[src/rtl/stage_decode_pkg.sv]
// Shared types, RV32I encodings and immediate helpers for the decode stage.
package stage_decode_pkg;

    localparam logic [6:0] OPC_LUI      = 7'b0110111;
    localparam logic [6:0] OPC_AUIPC    = 7'b0010111;
    localparam logic [6:0] OPC_JAL      = 7'b1101111;
    localparam logic [6:0] OPC_JALR     = 7'b1100111;
    localparam logic [6:0] OPC_BRANCH   = 7'b1100011;
    localparam logic [6:0] OPC_LOAD     = 7'b0000011;
    localparam logic [6:0] OPC_STORE    = 7'b0100011;
    localparam logic [6:0] OPC_OP_IMM   = 7'b0010011;
    localparam logic [6:0] OPC_OP       = 7'b0110011;
    localparam logic [6:0] OPC_MISC_MEM = 7'b0001111;
    localparam logic [6:0] OPC_SYSTEM   = 7'b1110011;

    localparam logic [2:0] F3_BEQ  = 3'd0;
    localparam logic [2:0] F3_BNE  = 3'd1;
    localparam logic [2:0] F3_BLT  = 3'd4;
    localparam logic [2:0] F3_BGE  = 3'd5;
    localparam logic [2:0] F3_BLTU = 3'd6;
    localparam logic [2:0] F3_BGEU = 3'd7;

    localparam logic [2:0] F3_ADD  = 3'd0;
    localparam logic [2:0] F3_SLL  = 3'd1;
    localparam logic [2:0] F3_SLT  = 3'd2;
    localparam logic [2:0] F3_SLTU = 3'd3;
    localparam logic [2:0] F3_XOR  = 3'd4;
    localparam logic [2:0] F3_SRL  = 3'd5;
    localparam logic [2:0] F3_OR   = 3'd6;
    localparam logic [2:0] F3_AND  = 3'd7;

    localparam logic [6:0] F7_BASE = 7'b0000000;
    localparam logic [6:0] F7_ALT  = 7'b0100000;

    typedef enum logic [3:0] {
        ALU_ADD, ALU_SUB, ALU_SLL, ALU_SLT, ALU_SLTU,
        ALU_XOR, ALU_SRL, ALU_SRA, ALU_OR, ALU_AND
    } alu_op_t;

    typedef enum logic [1:0] { SRC_A_RS1, SRC_A_PC, SRC_A_ZERO } alu_src_a_t;
    typedef enum logic       { SRC_B_RS2, SRC_B_IMM } alu_src_b_t;
    typedef enum logic [1:0] { WB_ALU, WB_MEM, WB_PC4 } wb_sel_t;
    typedef enum logic [1:0] { MEM_B, MEM_H, MEM_W } mem_size_t;

    typedef struct packed {
        logic        valid;
        logic [31:0] pc;
        logic [31:0] pc_plus_four;
    } if_id_reg_t;

    typedef struct packed {
        logic        valid;
        logic        illegal;
        logic [31:0] pc;
        logic [31:0] pc_plus_four;
        logic [4:0]  rs1_addr;
        logic [4:0]  rs2_addr;
        logic [4:0]  rd_addr;
        logic [31:0] rs1_data;
        logic [31:0] rs2_data;
        logic [31:0] imm;
        alu_op_t     alu_op;
        alu_src_a_t  alu_src_a;
        alu_src_b_t  alu_src_b;
        logic        mem_rd;
        logic        mem_wr;
        mem_size_t   mem_size;
        logic        mem_unsigned;
        logic        reg_write;
        wb_sel_t     wb_sel;
    } id_ex_reg_t;

    function automatic logic [31:0] imm_i(input logic [31:0] ir);
        return {{20{ir[31]}}, ir[31:20]};
    endfunction

    function automatic logic [31:0] imm_s(input logic [31:0] ir);
        return {{20{ir[31]}}, ir[31:25], ir[11:7]};
    endfunction

    function automatic logic [31:0] imm_b(input logic [31:0] ir);
        return {{19{ir[31]}}, ir[31], ir[7], ir[30:25], ir[11:8], 1'b0};
    endfunction

    function automatic logic [31:0] imm_u(input logic [31:0] ir);
        return {ir[31:12], 12'b0};
    endfunction

    function automatic logic [31:0] imm_j(input logic [31:0] ir);
        return {{11{ir[31]}}, ir[31], ir[19:12], ir[20], ir[30:21], 1'b0};
    endfunction

    // alt selects SUB/SRA; callers decide when funct7 bit 5 is meaningful
    function automatic alu_op_t alu_from_f3(input logic [2:0] f3, input logic alt);
        case (f3)
            F3_ADD:  return alt ? ALU_SUB : ALU_ADD;
            F3_SLL:  return ALU_SLL;
            F3_SLT:  return ALU_SLT;
            F3_SLTU: return ALU_SLTU;
            F3_XOR:  return ALU_XOR;
            F3_SRL:  return alt ? ALU_SRA : ALU_SRL;
            F3_OR:   return ALU_OR;
            default: return ALU_AND;
        endcase
    endfunction

endpackage

[src/rtl/stage_decode_reg_file.sv]
// 32x32 register file: two combinational reads, one write, WB write-through, x0 reads 0.
module stage_decode_reg_file (
    input  logic        clk,
    input  logic [4:0]  raddr1,
    input  logic [4:0]  raddr2,
    output logic [31:0] rdata1,
    output logic [31:0] rdata2,
    input  logic        we,
    input  logic [4:0]  waddr,
    input  logic [31:0] wdata
);

    logic [31:0] regs [32];

    always_ff @(posedge clk) begin
        if (we && waddr != 5'd0)
            regs[waddr] <= wdata;
    end

    always_comb begin
        rdata1 = regs[raddr1];
        if (raddr1 == 5'd0)
            rdata1 = '0;
        else if (we && waddr == raddr1)
            rdata1 = wdata;
    end

    always_comb begin
        rdata2 = regs[raddr2];
        if (raddr2 == 5'd0)
            rdata2 = '0;
        else if (we && waddr == raddr2)
            rdata2 = wdata;
    end

endmodule

[src/rtl/stage_decode.sv]
// RV32I decode stage: regfile read, immediates, control, ID-resolved jumps/branches,
// hazard detection and the ID-EX pipeline register.
module stage_decode
    import stage_decode_pkg::*;
#(
    parameter logic [31:0] RESET_NOP_INSTR = 32'h0000_0013
) (
    input  logic        clk,
    input  logic        rst_i,
    input  logic        stall_i,
    input  if_id_reg_t  if_id_reg_i,
    input  logic [31:0] imem_rdata_i,
    input  logic [4:0]  ex_rd_i,
    input  logic        ex_reg_write_i,
    input  logic        ex_is_load_i,
    input  logic [4:0]  mem_rd_i,
    input  logic        mem_reg_write_i,
    input  logic        mem_is_load_i,
    input  logic [31:0] mem_result_i,
    input  logic [4:0]  wb_rd_i,
    input  logic        wb_we_i,
    input  logic [31:0] wb_data_i,
    output logic        stall_o,
    output logic        squash_o,
    output logic        instr_jal_o,
    output logic        instr_jalr_o,
    output logic        branch_taken_o,
    output logic [31:0] jal_addr_o,
    output logic [31:0] branch_addr_o,
    output logic [31:0] jalr_addr_o,
    output id_ex_reg_t  id_ex_reg_o
);

    logic [31:0] instr;
    logic [6:0]  opcode;
    logic [2:0]  f3;
    logic [6:0]  f7;
    logic [4:0]  rs1, rs2, rd;

    assign instr  = if_id_reg_i.valid ? imem_rdata_i : RESET_NOP_INSTR;
    assign opcode = instr[6:0];
    assign rd     = instr[11:7];
    assign f3     = instr[14:12];
    assign rs1    = instr[19:15];
    assign rs2    = instr[24:20];
    assign f7     = instr[31:25];

    logic [31:0] rf_rdata1, rf_rdata2;

    stage_decode_reg_file u_reg_file (
        .clk    (clk),
        .raddr1 (rs1),
        .raddr2 (rs2),
        .rdata1 (rf_rdata1),
        .rdata2 (rf_rdata2),
        .we     (wb_we_i),
        .waddr  (wb_rd_i),
        .wdata  (wb_data_i)
    );

    id_ex_reg_t dec;
    logic       legal, use_rs1, use_rs2, is_branch, is_jal, is_jalr;

    always_comb begin
        dec              = '0;
        legal            = 1'b1;
        use_rs1          = 1'b0;
        use_rs2          = 1'b0;
        is_branch        = 1'b0;
        is_jal           = 1'b0;
        is_jalr          = 1'b0;
        dec.valid        = if_id_reg_i.valid;
        dec.pc           = if_id_reg_i.pc;
        dec.pc_plus_four = if_id_reg_i.pc_plus_four;
        dec.rs1_addr     = rs1;
        dec.rs2_addr     = rs2;
        dec.rd_addr      = rd;
        dec.rs1_data     = rf_rdata1;
        dec.rs2_data     = rf_rdata2;
        dec.alu_op       = ALU_ADD;
        dec.alu_src_a    = SRC_A_RS1;
        dec.alu_src_b    = SRC_B_RS2;
        dec.mem_size     = MEM_W;
        dec.wb_sel       = WB_ALU;

        case (opcode)
            OPC_LUI: begin
                dec.imm       = imm_u(instr);
                dec.alu_src_a = SRC_A_ZERO;
                dec.alu_src_b = SRC_B_IMM;
                dec.reg_write = 1'b1;
            end
            OPC_AUIPC: begin
                dec.imm       = imm_u(instr);
                dec.alu_src_a = SRC_A_PC;
                dec.alu_src_b = SRC_B_IMM;
                dec.reg_write = 1'b1;
            end
            OPC_JAL: begin
                is_jal        = 1'b1;
                dec.imm       = imm_j(instr);
                dec.reg_write = 1'b1;
                dec.wb_sel    = WB_PC4;
            end
            OPC_JALR: begin
                legal         = (f3 == 3'd0);
                is_jalr       = 1'b1;
                use_rs1       = 1'b1;
                dec.imm       = imm_i(instr);
                dec.reg_write = 1'b1;
                dec.wb_sel    = WB_PC4;
            end
            OPC_BRANCH: begin
                legal         = (f3 != 3'd2) && (f3 != 3'd3);
                is_branch     = 1'b1;
                use_rs1       = 1'b1;
                use_rs2       = 1'b1;
                dec.imm       = imm_b(instr);
                dec.alu_op    = ALU_SUB;
            end
            OPC_LOAD: begin
                legal            = (f3 != 3'd3) && (f3 != 3'd6) && (f3 != 3'd7);
                use_rs1          = 1'b1;
                dec.imm          = imm_i(instr);
                dec.alu_src_b    = SRC_B_IMM;
                dec.mem_rd       = 1'b1;
                dec.mem_size     = mem_size_t'(f3[1:0]);
                dec.mem_unsigned = f3[2];
                dec.reg_write    = 1'b1;
                dec.wb_sel       = WB_MEM;
            end
            OPC_STORE: begin
                legal         = (f3[2] == 1'b0) && (f3[1:0] != 2'd3);
                use_rs1       = 1'b1;
                use_rs2       = 1'b1;
                dec.imm       = imm_s(instr);
                dec.alu_src_b = SRC_B_IMM;
                dec.mem_wr    = 1'b1;
                dec.mem_size  = mem_size_t'(f3[1:0]);
            end
            OPC_OP_IMM: begin
                // shift-immediates reuse the funct7 slot as a sub-opcode
                if (f3 == F3_SLL)
                    legal = (f7 == F7_BASE);
                else if (f3 == F3_SRL)
                    legal = (f7 == F7_BASE) || (f7 == F7_ALT);
                use_rs1       = 1'b1;
                dec.imm       = imm_i(instr);
                dec.alu_src_b = SRC_B_IMM;
                dec.alu_op    = alu_from_f3(f3, (f3 == F3_SRL) && f7[5]);
                dec.reg_write = 1'b1;
            end
            OPC_OP: begin
                legal         = (f7 == F7_BASE) ||
                                ((f7 == F7_ALT) && (f3 == F3_ADD || f3 == F3_SRL));
                use_rs1       = 1'b1;
                use_rs2       = 1'b1;
                dec.alu_op    = alu_from_f3(f3, f7[5]);
                dec.reg_write = 1'b1;
            end
            default: legal = 1'b0;
        endcase

        if (!legal) begin
            dec.illegal   = 1'b1;
            dec.reg_write = 1'b0;
            dec.mem_rd    = 1'b0;
            dec.mem_wr    = 1'b0;
            use_rs1       = 1'b0;
            use_rs2       = 1'b0;
            is_branch     = 1'b0;
            is_jal        = 1'b0;
            is_jalr       = 1'b0;
        end
    end

    // Operands for branch compare and jalr; MEM ALU result beats WB write-through.
    logic        fwd1, fwd2;
    logic [31:0] op1, op2;

    assign fwd1 = mem_reg_write_i && !mem_is_load_i && mem_rd_i == rs1 && rs1 != 5'd0;
    assign fwd2 = mem_reg_write_i && !mem_is_load_i && mem_rd_i == rs2 && rs2 != 5'd0;
    assign op1  = fwd1 ? mem_result_i : rf_rdata1;
    assign op2  = fwd2 ? mem_result_i : rf_rdata2;

    logic cond;

    always_comb begin
        case (f3)
            F3_BEQ:  cond = (op1 == op2);
            F3_BNE:  cond = (op1 != op2);
            F3_BLT:  cond = ($signed(op1) <  $signed(op2));
            F3_BGE:  cond = ($signed(op1) >= $signed(op2));
            F3_BLTU: cond = (op1 <  op2);
            F3_BGEU: cond = (op1 >= op2);
            default: cond = 1'b0;
        endcase
    end

    logic ex_hit1, ex_hit2, mem_hit1, mem_hit2, ctrl, hazard;

    assign ex_hit1  = use_rs1 && rs1 != 5'd0 && ex_reg_write_i && ex_rd_i == rs1;
    assign ex_hit2  = use_rs2 && rs2 != 5'd0 && ex_reg_write_i && ex_rd_i == rs2;
    assign mem_hit1 = use_rs1 && rs1 != 5'd0 && mem_reg_write_i && mem_rd_i == rs1;
    assign mem_hit2 = use_rs2 && rs2 != 5'd0 && mem_reg_write_i && mem_rd_i == rs2;
    assign ctrl     = is_branch || is_jalr;

    // ALU results in EX/MEM are forwarded in EX, so only loads and ID-resolved control stall.
    assign hazard = if_id_reg_i.valid &&
                    ((ex_is_load_i && (ex_hit1 || ex_hit2)) ||
                     (ctrl && (ex_hit1 || ex_hit2)) ||
                     (ctrl && mem_is_load_i && (mem_hit1 || mem_hit2)));

    logic go;

    assign go             = if_id_reg_i.valid && !hazard && !stall_i;
    assign instr_jal_o    = go && is_jal;
    assign instr_jalr_o   = go && is_jalr;
    assign branch_taken_o = go && is_branch && cond;
    assign squash_o       = instr_jal_o || instr_jalr_o || branch_taken_o;
    assign stall_o        = stall_i || hazard;

    assign jal_addr_o    = if_id_reg_i.pc + imm_j(instr);
    assign branch_addr_o = if_id_reg_i.pc + imm_b(instr);
    assign jalr_addr_o   = (op1 + imm_i(instr)) & ~32'd1;

    always_ff @(posedge clk) begin
        if (rst_i)
            id_ex_reg_o <= '0;
        else if (stall_i)
            id_ex_reg_o <= id_ex_reg_o;
        else if (hazard)
            id_ex_reg_o <= '0;
        else
            id_ex_reg_o <= dec;
    end

    a_one_redirect: assert property (@(posedge clk) disable iff (rst_i)
        $onehot0({instr_jal_o, instr_jalr_o, branch_taken_o}));

endmodule

[config.mk]
export PLATFORM = sky130hd
export DESIGN_NAME = stage_decode
export DESIGN_NICKNAME = d
export VERILOG_FILES = /design/src/rtl/stage_decode_pkg.sv /design/src/rtl/stage_decode_reg_file.sv /design/src/rtl/stage_decode.sv
export SDC_FILE = /design/constraint.sdc
export NUM_CORES = 2
export LEC_CHECK = 0
export ABC_CLOCK_PERIOD_IN_PS = 26500
export CAP_MARGIN = 20
export CORE_MARGIN = 10
export CORE_UTILIZATION = 45
export DETAILED_ROUTE_END_ITERATION = 16
export PLACE_DENSITY = 0.73
export SETUP_SLACK_MARGIN = 0.2
export SYNTH_ARGS = -nofsm -noshare
export SYNTH_HDL_FRONTEND = slang
export SYNTH_HIERARCHICAL = 1
export SYNTH_SLANG_ARGS = --single-unit
[constraint.sdc]
create_clock -name clk -period 26.5 [get_ports clk]
set_input_delay 5.3 -clock clk [delete_from_list [all_inputs] [get_ports clk]]
set_output_delay 5.3 -clock clk [all_outputs]
set_load 0.005 [all_outputs]
# After elaboration in Yosys (flattened, before gate mapping)
# Memory sizes are Yosys's and may differ from the RTL's.
# Cells that the tools add are included.
# op_classes
addsub	3
multipliers	0
div_mod_pow	0
order_cmp	4
n_eq_ne	30
shifts	0
n_mux	43
n_bitwise	1
reduce_logical	65
# op_table
op	n
$mux 32	7
$mux 192	1
$pmux 32 s5	1
$add 32x32->32	3
$ge 32x32->1	2
$lt 32x32->1	2
$pmux 4 s7	2
$logic_and 1x1->1	35
$eq 32x32->1	1
$ne 32x32->1	1
$eq 5x5->1	6
$eq 7x6->1 const B	4
$mux 1	25
$eq 7x7->1 const B	3
$reduce_bool 5->1	3
$eq 7x5->1 const B	2
$eq 3x3->1 const B	4
$pmux 4 s3	1
$logic_or 1x1->1	11
$logic_not 5->1	2
$reduce_or 3->1	3
$pmux 2 s2	2
$eq 7x2->1 const B	1
$logic_not 7->1	1
15 further kinds	23
# totals
register_bits	192
latchBits	0
mem_bits_rw	1024
rom_bits	0
output_inout_bits	293
elab_cells	166
n_memories	1
# memory_table
name	depth	width	rd	rd_ports_with_merged_regs	wr	line_no	rtl
u_reg_file.regs	32	32	2	0	1	stage_decode_reg_file.sv:13	logic [31:0] regs [32];

# Longest topological paths before layout
# depth
word_depth	21
depth_mapped	29

# Hierarchy
# The synthesis kept the hierarchy.
# by_module_without_submodules
module	n_inst	cells_per_inst	area_each_um2	seq_area_each_um2
stage_decode_reg_file	1	2520	47869.7	30749.5
stage_decode	1	1635	13269.0	3843.7

# Worst setup path after synthesis
# No wires, ideal clock.
# synth_path
path_kind	input-to-output
from	input if_id_reg_i[64] in the netlist's numbering
to	output jalr_addr_o[16]
t_arrival_ps	10942
required_ps	21200
setup_slack_ps	10258
stages	25
cell_sequence	buf_4 > buf_2 > buf_2 > clkbuf_1 > clkbuf_1 > clkbuf_1 > and2_1 > buf_6 > buf_4 > buf_2 > mux4_2 > a2111oi_0 > o31ai_1 > mux2_2 > ha_1 > and3_1 > a31o_1 > a311o_1 > a21o_1 > a21o_1 > a21o_1 > a21o_1 > a21o_1 > a21oi_1 > xnor2_1
# synth_lines
item	line_no	rtl
start, declared	stage_decode.sv:11	input if_id_reg_t if_id_reg_i,
end, declared	stage_decode.sv:30	output logic [31:0] jalr_addr_o,

==> results by group <==
Run status
  – Status: complete, no violations

Synth
  – Most frequent cells after synthesis: edfxtp_1, mux4_2, nor2_1
  – Most common cell in the synthesized netlist: edfxtp_1
  – Simple-gate share of the synthesized area: 5.32%
  – Multiplexer share of the synthesized area: 20.6%
  – Post-synth top area cell: edfxtp_1
  – Synth area leaders: edfxtp_1, mux4_2, dfxtp_1, mux2i_1, a22oi_1
  – Mean Syn Cell Area: 14.7 um^2
  – Post-Synth XOR/XNOR Area: 1.45%
  – Sequential share of the synthesized area: 56.6%
  – Synthesized flop and latch total: 1216
  – Synth Instances: 4155
  – Syn. warnings: 6
  – Cell Area, Synth: 0.0611 mm^2
  – Distinct cells, synth: 90
  – Yosys top cell area share: 50.3%
  – Share of flip-flops with an asynchronous set or reset: 0%
  – Synth Area in Compound Gates: 10.9%
  – Post-synth EDFFs: 1024
  – Fraction of the mapped netlist area in adder cells: 2.25%
  – Largest family of logic cells by synthesized area: multiplexers
  – Primary FF master, synth: edfxtp_1

Power
  – P_leak: 23.8 nW
  – Reg power frac: 46.1%
  – Switching share of power: 26.7%
  – Pint: 0.00339 W
  – Clk pwr share: 37.1%
  – IR drop worst, VDD: 62.6 uV
  – Net switching power: 0.00124 W
  – PD cells: 64.1 mW/mm^2
  – Combinational Power Share: 16.8%

Detailed routing
  – Drt drc: 0
  – Post-DR vias/cell: 6.81
  – DRT antenna net count: 0
  – Vias after detailed routing: 44300
  – Drt total wl: 228 mm
  – Drt pass-1 iters: 5
  – DRT iter0 DRCs: 6964
  – Wire length per cell: 35.1 um

Critical path
  – Crit-path cells: clkdlybuf4s50_1, and2_4, buf_4, buf_4, buf_4, mux4_2, a22oi_1, nand2_1, a22o_1, mux2_2, ha_1, nand4_1, nor4_1, buf_4, nand4_1, a221oi_1, a211oi_1, o211ai_1, mux2i_1, a2111oi_0, o21ai_1, a21oi_1, clkdlybuf4s50_1
  – Worst Path Required: 21.20 ns
  – Crit Path Category: input port to output pin
  – Crit-path most repeated cell: buf_4
  – R2R Path Start: u_reg_file/regs[30][17]$_DFFE_PP_
  – Crit path largest cell delay: 0.82 ns
  – Critical Path Start Type: input port
  – Max stage delay cell, worst path: buf_4
  – Crit end category: output pin
  – Crit path launch: imem_rdata_i[15]
  – Worst Path Max Fanout: 44
  – Critical Path AT: 14.37 ns

Global route
  – GRT overflow: 0
  – Initial antenna violation count: 19
  – All-layer global routing usage: 29.1%
  – First-pass GRT wire length: 319 mm
  – Vias in the first global route: 43400
  – Largest net degree at the start of global routing: 86

Final layout
  – Register Area: 0.0346 mm^2
  – Post-Layout Cell Count: 6502
  – Share of cells above drive strength 1: 18.9%
  – Number of fill cells: 10800
  – Fin util: 53.3%
  – Area Growth Syn to Fin: 17.9%
  – Multi-input logic area: 0.0252 mm^2
  – Nets: 4900

Floorplan
  – Ports: 477
  – Core ar.: 0.135 mm^2
  – Row cnt: 135
  – Starting density of the core: 45.2%
  – Chip height: 389 um
  – Die Span X: 389 um
  – Die outline area: 0.151 mm^2

Timing
  – Final critical-path required period: 19.67 ns
  – Slew margin rel.: 15.9%
  – Final period util: 74.2%
  – Hold slack: 0.466 ns
  – Final setup fails: 0
  – Slew of the pin with the lowest slew margin: 1.26 ns
  – RSZ-0062 raised after global routing: no
  – TNS Setup: 0 ns
  – Pins Over Slew Limit: 0
  – Worst Clk Skew: 0.0450 ns
  – FMAX: 50.8 MHz
  – Final hold vios: 0

CTS
  – Post-CTS setup buffers: 0
  – Clock root buffer: clkbuf_16
  – CTS sink count: 1216
  – Clk slew on worst S/H paths: 0.06 ns
  – CTS buffer count: 119
  – H-tree Lvls: 3
  – Max Root-Sink Buffers: 3
  – Worst skew pair latency: 0.76 ns
  – TritonCTS clock tree: yes
  – # resized after CTS: 0
  – Cts hold-fix bufs: 0

Placed design
  – IO buf count: 475
  – Dpl hpwl: 146 mm
  – Inst Count DP: 6262
  – RePlAce Congestion: 0.994

Worst hold path
  – HP Start: id_ex_reg_o[4]$_SDFFE_PP0N_
  – Hold Crit Class: register to register

Run
  – Max Cap Viol: 0
-- sequential cells by signal (all words and copies together), names as in the netlist --
name and count:
u_reg_file/regs 1024, id_ex_reg_o 192
-- cell type report --
class	instances	area share [%]
Tap cell	1781	3.09
Antenna cell	10	0.0347
Sequential cell	1216	48.0
Timing Repair Buffer	618	8.24
Inverter	40	0.233
Multi-Input combinational cell	2613	35.0
Clock buffer	138	4.26
Clock inverter	86	1.16
-- logic make-up (layout without fill, tap and decap cells) --
family / Yosys count / after routing
AND/OR/NAND/NOR: 710 / 710
XOR/XNOR: 101 / 101
flip-flops: 1216 / 1216
multiplexers: 727 / 727
adder cells (fa/ha/maj): 108 / 108
buffers and inverters: 357 / 882
AO/OA/AOI/OAI: 934 / 934
other: 2 / 43
-- routing by layer --
layer	up-vias	routed length, um	GRT usage, %
li1	17800	-	-
met1	22200	75200	34.4
met2	3565	106000	46.3
met3	701	31000	9.07
met4	16	15600	17.8
met5	-	101	0
-- critical path, delay by kind of cell --
kind	cells	cell delay, ns
buf+inv	6	3.77
mux	3	1.04
compound gates	8	2.20
fa+ha+maj	1	0.58
simple gates	5	1.37
-- placed cells by master (no fill, tap or decap), types with 22 or more instances in the layout --
master	instances
edfxtp_1	1024
clkdlybuf4s50_1	472
mux4_2	417
nor2_1	298
a22oi_1	251
mux2i_1	245
dfxtp_1	192
a21oi_1	146
nand2_1	145
buf_4	134
clkbuf_16	123
ha_1	105
o21ai_0	98
xnor2_1	73
mux2_2	64
a21o_1	61
a22o_1	56
o22ai_1	48
nor2_4	33
inv_1	33
a211oi_1	33
conb_1	33
nand4_1	32
nor2b_1	31
o221ai_1	30
nand3_1	28
xor2_1	28
a221oi_1	28
clkinv_2	26
a2111oi_0	26
clkinv_1	26
and2_1	25
nor3_1	22
-- worst paths after layout --
path | depth (start not counted) | slack [ns] | endpoint
worst max-delay path | 23 | 6.83 | squash_o
worst min-delay path | 2 | 0.47 | id_ex_reg_o[4]$_SDFFE_PP0N_
worst max register to register | 7 | 23.95 | id_ex_reg_o[64]$_SDFFE_PP0N_
worst min register to register | 2 | 0.47 | id_ex_reg_o[4]$_SDFFE_PP0N_
-- stage by stage --
step,setup WS (ns),instance area (um^2),power [W]
global placement,7.05,68000,0.00292
global route,6.15,72100,0.00474
detailed placement,6.89,68000,0.00293
floorplan,10.26,61300,0.00256
finish,6.83,72100,0.00462
CTS,6.86,71900,0.00461
-- power groups by stage --
stage,clock network (W),logic (W),registers [W]
2_1_floorplan,0,0.000396,0.00217
3_3_place_gp,0,0.000749,0.00217
3_5_place_dp,0,0.000755,0.00217
4_1_cts,0.00172,0.000759,0.00213
5_1_grt,0.00179,0.000812,0.00213
6_report,0.00171,0.000777,0.00213
Power figures use the tool's default switching activity.
